===== src/rtl/writeback_stage.sv =====
// writeback_stage: RV32I WB stage; load wait/align, writeback select, error pulses, instret
module writeback_stage #(
  parameter int CNT_WIDTH    = 64,
  parameter int LOAD_TIMEOUT = 255
) (
  input  logic                 clk,
  input  logic                 rst,
  input  logic                 flush,
  input  logic                 valid_in,
  output logic                 in_ready,
  input  logic [31:0]          pc_in,
  input  logic [31:0]          alu_result_in,
  input  logic [4:0]           rd_in,
  input  logic                 reg_write_in,
  input  logic                 mem_to_reg_in,
  input  logic                 jump_in,
  input  logic [2:0]           funct3_in,
  input  logic                 dmem_rvalid,
  input  logic [31:0]          dmem_rdata,
  output logic                 wb_enable,
  output logic [4:0]           wb_rd,
  output logic [31:0]          wb_data,
  output logic                 misalign_err,
  output logic                 timeout_err,
  output logic [CNT_WIDTH-1:0] instret
);
  typedef enum logic {IDLE, WAIT_LOAD} state_t;
  state_t state, state_d;
  logic [7:0] cnt;
  logic [4:0] rd_q;
  logic we_q;
  logic [2:0] f3_q;
  logic [1:0] a_q;
  logic idle, accept, mis_in, ld_go, load_done, nl_done, retire, wb_en_d, mis_d, timeout;
  logic [31:0] data_d;

  function automatic logic [31:0] align(input logic [31:0] w, input logic [1:0] a, input logic [2:0] f3);
    logic [7:0] b;
    logic [15:0] h;
    b = 8'(w >> {a, 3'b000});
    h = a[1] ? w[31:16] : w[15:0];
    return f3[1] ? w : f3[0] ? {{16{h[15] & ~f3[2]}}, h} : {{24{b[7] & ~f3[2]}}, b};
  endfunction

  assign in_ready = idle;

  always_comb begin
    idle      = state == IDLE;
    accept    = idle && valid_in && !flush;
    mis_in    = funct3_in[1] ? |alu_result_in[1:0] : funct3_in[0] & alu_result_in[0];
    ld_go     = accept && mem_to_reg_in && !mis_in;
    mis_d     = accept && mem_to_reg_in && mis_in;
    load_done = dmem_rvalid && (ld_go || !idle);
    nl_done   = accept && !mem_to_reg_in;
    retire    = load_done || nl_done;
    wb_en_d   = retire && (idle ? reg_write_in && |rd_in : we_q);
    timeout   = !idle && !dmem_rvalid && cnt == 8'(LOAD_TIMEOUT - 1);
    state_d   = idle ? (ld_go && !dmem_rvalid ? WAIT_LOAD : IDLE)
                     : (dmem_rvalid || timeout ? IDLE : WAIT_LOAD);
    data_d    = nl_done ? (jump_in ? pc_in + 32'd4 : alu_result_in)
                        : align(dmem_rdata, idle ? alu_result_in[1:0] : a_q, idle ? funct3_in : f3_q);
  end

  always_ff @(posedge clk) begin
    if (rst) begin
      state        <= IDLE;
      cnt          <= '0;
      wb_enable    <= 1'b0;
      wb_rd        <= '0;
      wb_data      <= '0;
      misalign_err <= 1'b0;
      timeout_err  <= 1'b0;
      instret      <= '0;
      rd_q         <= '0;
      we_q         <= 1'b0;
      f3_q         <= '0;
      a_q          <= '0;
    end else begin
      state        <= state_d;
      cnt          <= idle ? '0 : cnt + 8'(!dmem_rvalid);
      wb_enable    <= wb_en_d;
      misalign_err <= mis_d;
      timeout_err  <= timeout;
      instret      <= instret + CNT_WIDTH'(retire);
      if (wb_en_d) begin
        wb_rd   <= idle ? rd_in : rd_q;
        wb_data <= data_d;
      end
      if (accept) begin
        rd_q <= rd_in;
        we_q <= reg_write_in && |rd_in;
        f3_q <= funct3_in;
        a_q  <= alu_result_in[1:0];
      end
    end
  end
endmodule


===== config.mk =====
export PLATFORM = sky130hd
export DESIGN_NAME = writeback_stage
export DESIGN_NICKNAME = d
export VERILOG_FILES = /design/src/rtl/writeback_stage.sv
export SDC_FILE = /design/constraint.sdc
export NUM_CORES = 1
export LEC_CHECK = 0
export BUFFER_PORTS_ARGS = -buffer_cell sky130_fd_sc_hd__clkbuf_2
export CORE_ASPECT_RATIO = 0.75
export CORE_UTILIZATION = 50
export DETAILED_ROUTE_END_ITERATION = 6
export MAX_ROUTING_LAYER = met4
export PLACE_DENSITY = 0.78
export SETUP_SLACK_MARGIN = 0.4
export SLEW_MARGIN = 20
export SYNTH_ARGS = -nofsm -noshare
export SYNTH_HDL_FRONTEND = slang
export SYNTH_SLANG_ARGS = --single-unit

===== constraint.sdc =====
create_clock -name clk -period 6.2 [get_ports clk]
set_input_delay 1.24 -clock clk [delete_from_list [all_inputs] [get_ports clk]]
set_output_delay 1.24 -clock clk [all_outputs]
set_load 0.01 [all_outputs]

== Word-level counts from Yosys, hierarchy flattened ==
Index checks and enable logic that the tools add are counted.
Widths: inputs -> output; s select.
Operators by class
  add/sub/neg operators: 3
  shift-type cells: 1
  equal/unequal tests: 1
  reduce and logical (&&, ||, !) cells: 22
  bitwise operators: 5
  multiplexer cells: 13
Operator list (number)
  $mux 32: 4
  $add 64x1->64: 1
  $add 32x3->32 const B: 1
  $shr 32x5->8: 1
  $mux 16: 1
  $logic_and 1x1->1: 12
  $add 8x1->8: 1
  $eq 8x8->1 const B: 1
  $mux 1: 5
  $mux 5: 1
  $reduce_or 5->1: 1
  $logic_not 1->1: 4
  $reduce_or 2->1: 2
  $and 1x1->1: 3
  $logic_or 1x1->1: 3
  $mux 3: 1
  $mux 2: 1
  $not 1->1: 2
Storage, ports and cells
  input port bits: 112
  logic and storage cells: 57
  output and inout bits: 105
  register bits after elaboration: 124

== Depth between registers and ports, before layout ==
  word-level depth: 9
  gate-level depth with buffers: 15
  mapped depth without buffers: 12

== Least setup slack after synthesis ==
Ideal clock, no wire load.
  path type: input -> register
  start: input flush
  end: register instret[52]
  path buffers: 4
  data required time: 6072 ps
  stages on the path: 14
  data arrival time: 3798 ps
  setup slack: 2275 ps
  setup time: 128 ps
  cell sequence: or4b_4 -> buf_6 -> clkbuf_1 -> nand2_1 -> ha_1 -> ha_1 -> and3_1 -> clkbuf_1 -> nand4_1 -> nor4_4 -> buf_4 -> nand4_1 -> xor2_1 -> nor2_1
Between the ends
  longest elaborated chain between the ends: 8
  elaborated cells on any way between the ends: 9
  those cells by class: add/sub: 1; reduce/logical: 8
RTL lines
  start: declaration: RTL line 8  | input logic flush,
  $logic_not 1->1 (*): RTL line 49  | accept = idle && valid_in && !flush;
  $logic_and 1x1->1 (*): RTL line 49
  $logic_and 1x1->1 (2 in series): RTL line 51  | ld_go = accept && mem_to_reg_in && !mis_in;
  $logic_or 1x1->1: RTL line 53  | load_done = dmem_rvalid && (ld_go || !idle);
  $logic_and 1x1->1: RTL line 53
  $logic_or 1x1->1 (*): RTL line 55  | retire = load_done || nl_done;
  $add 64x1->64 (*): RTL line 84  | instret <= instret + CNT_WIDTH'(retire);
  end signal: assignment: RTL line 84
  end: declaration: RTL line 25  | output logic [CNT_WIDTH-1:0] instret
Every way passes the cells marked *; elsewhere a longest branch is shown, timed or not.
A chain may end at the register's enable or synchronous reset.

== Worst setup path after layout ==
  start: input mem_to_reg_in
  end: register instret[37]
Between the ends
  longest elaborated chain between the ends: 6
  elaborated cells on any way between the ends: 8
  those cells by class: add/sub: 1; reduce/logical: 7
RTL lines
  start: declaration: RTL line 15  | input logic mem_to_reg_in,
  $logic_and 1x1->1 (2 in series): RTL line 51
  $logic_or 1x1->1: RTL line 53
  $logic_and 1x1->1: RTL line 53
  $logic_or 1x1->1 (*): RTL line 55
  $add 64x1->64 (*): RTL line 84
Marked as above.

==> results.toml <==
[floorplanning]
die_h_um = 103.9
die_w_um = 137.9
die_area_um2 = 14330
ios = 217
rows = 36
core_um2 = 13240
initial_utilization = 0.5230

[drt]
vias = 6893
drt-pass1-iter-count = 5
drt-initial-drc-count = 492
route.met3.wl_um = 1456
wire_per_inst_um = 17.13
wl_met2_um = 8618
drc = 0
finalWirelength_um = 20560
via_per_inst = 5.744
highest_layer = "met4"
final_antenna_net_count = 0
wl_met1_um = 10080

[power_and_ir_drop]
max-vdd-ir-drop_uv = 227.9
power_w = 0.002053
power_leakage_nw = 3.661
p_per_area_nw_per_um2 = 238.9

[clock_tree]
cts.clk_slew.worst_paths_ns = 0.06
cts_hold_buf = 0
h-tree-depth = 4
root_buffer = "clkbuf_16"
cts_buffers = 17
clockBufferDepth = 2
clkLatencyLatePin_ns = 0.41
post_cts_buffers = 0
cts_tree = "done"
ctsResizeCount = 0
cts_num_sinks = 124

[grt]
grt_first_pass_wirelength_um = 32660
grt-ovfl-total = 0
grt_usage = 0.2990
grt_pass1_vias = 6201
grt_max_degree = 97
antenna_found_initial = 0

[timing]
finalClockSkew_ns = 0.01146
period_minus_slack_ns = 4.020
finalHoldViolations = 0
timing.fmax_mhz = 248.7
slew_violations = 0
min_period_over_period = 0.6484
rsz0062_at_grt = "false"
report.final.setup_viol = 0
setup_tns_ns = 0
slew_headroom = 0.2663
worst_pin_slew_ns = 1.092

[cells_and_area]
multiInputGateArea_um2 = 4115
n_fill_cell = 1163
layout-drive-gt1-share = 0.2847
diodes = 0
areaGrowthSynthToFinish_pct = 24.08
final_cells = 1200
layout.nets = 1133
ff_latch_area_um2 = 2482

[synth]
synth_area_per_cell_um2 = 8.415
yosysTopAreaCell = "dfxtp_1"
synthCells = 823
synth.yosys.seq_area_share = 0.3584
synth_area_leaders = "dfxtp_1 (36%), xor2_1 (8.0%), nor2_1 (6.1%)"
synthDistinctLibCells = 76
ys_seq_elements = 124
ys_async_sr_fraction = 0
syn_nets = 940
synth_ff_type = "dfxtp_1"
synth.top_cell.area_share = 0.3584
yosys_warnings = 0
synth_edf_count = 0
netlist_area_um2 = 6925

[place]
dp.cells = 1168
port-buffer-count = 216
detailed_place_hpwl_um = 15280
routabilityCongestion = 0.9837

[critical_path]
ff2ff_path_depth = 9
crit_required_ns = 6.46
criticalPathCategory = "input port to register"
arrival_ns = 4.28
start_kind = "input port"
crit_fanout = 29
worstSetupEndpointType = "register"

[min_path]
hp-class = "register to register"
hold_depth = 2

[job]
maxCapViolCount = 0

[outcome]
outcome = "complete, no violations"
[Yosys cell counts, drive strengths merged, types with 26 or more instances]
library cell,count
a21oi,43
clkbuf,26
dfxtp,124
mux2i,29
nand2,61
nand3,45
nand4,30
nor2,112
nor3,26
o21ai,33
xor2,63
[cell type report]
type                    count  share of cell area
multi-input cells         639              0.4789
flip-flops and latches    124              0.2889
repair buffers            222              0.1313
clock buffers              24             0.05839
well taps                 171             0.02490
clock inverters             8             0.01238
inverters                  12            0.005242
[per-layer routing]
layer	GRT usage	up-vias
met5	-	-
met4	0.08307	0
met3	0.06676	39
met2	0.4025	265
met1	0.4408	3227
li1	-	3362
[worst max-delay path, stage by stage]
cell and delay [ns]:
clkbuf_2 0.12, or4b_4 0.66, nand2_1 0.12, ha_1 0.18
and4_1 0.27, nand4_1 0.31, nor4_4 0.91, nand3_1 0.21
xor2_1 0.20, nor2_1 0.05
[worst paths after layout]
| path | start | endpoint | slack (ns) |
|---|---|---|---|
| min | wb_data[19]$_SDFFE_PP0P_ | wb_data[19]$_SDFFE_PP0P_ | 0.45 |
| max | mem_to_reg_in | instret[37]$_SDFF_PP0_ | 2.18 |
| min reg2reg | wb_data[19]$_SDFFE_PP0P_ | wb_data[19]$_SDFFE_PP0P_ | 0.45 |
| max reg2reg | state$_SDFF_PP0_ | instret[37]$_SDFF_PP0_ | 2.78 |
[placed cells by master (no fill, tap or decap), drive strengths merged, types with 6 or more instances in the layout]
| master | Yosys | final |
|---|---|---|
| nor2 | 112 | 112 |
| a21oi | 43 | 43 |
| or2 | 9 | 9 |
| nor3 | 26 | 26 |
| and4 | 13 | 13 |
| or3 | 8 | 8 |
| o211ai | 7 | 7 |
| xnor2 | 25 | 25 |
| nand3 | 45 | 45 |
| dfxtp | 124 | 124 |
| xor2 | 63 | 63 |
| mux2 | 6 | 6 |
| nand4 | 30 | 30 |
| o21ai | 33 | 33 |
| a2bb2oi | 7 | 7 |
| and2 | 8 | 8 |
| nor4 | 13 | 13 |
| o221ai | 8 | 8 |
| buf | 21 | 7 |
| inv | 12 | 13 |
| a211oi | 15 | 15 |
| mux2i | 29 | 29 |
| clkbuf | 26 | 239 |
| and3 | 25 | 25 |
| nand2 | 61 | 61 |
[power by group]
part	internal, W	switching, W	leakage [nW]
registers	0.000812	0.00000966	1.00
clock network	0.000648	0.000358	0.293
logic	0.0000915	0.000133	2.37
total	0.00155	0.000501	3.66
[logic make-up (layout without fill, tap and decap cells)]
family / count (synthesis) / in the layout / share of synthesized area
xor gates and xnor gates: 88 / 88 / 0.1113
DFF: 124 / 124 / 0.3584
and+or+nand+nor: 364 / 364 / 0.2762
muxes: 36 / 36 / 0.05492
buffers and inverters: 60 / 266 / 0.04733
adders and majority gates: 5 / 5 / 0.009033
AOI/OAI and AO/OA: 146 / 146 / 0.1427
[flip-flops by register name, indices dropped and copies added, names as in the netlist, 2 cells and up]
name and count:
instret 64, wb_data 32, cnt 8, f3_q 3, rd_q 5, a_q 2, wb_rd 5
[metrics by stage]
step                      area, um^2  setup WS, ns  hold slack (ns)    util
after floorplan                 6925         2.275           0.4537       -
after global placement          7985         1.859           0.4344  0.6030
after detailed placement        7985         1.775           0.4408  0.6030
after CTS                       8593         2.195           0.4487  0.6489
after global routing            8593         1.799           0.4657  0.6489
final                           8593         2.180           0.4497  0.6489
Note: power is estimated with default switching activity, not from simulation.
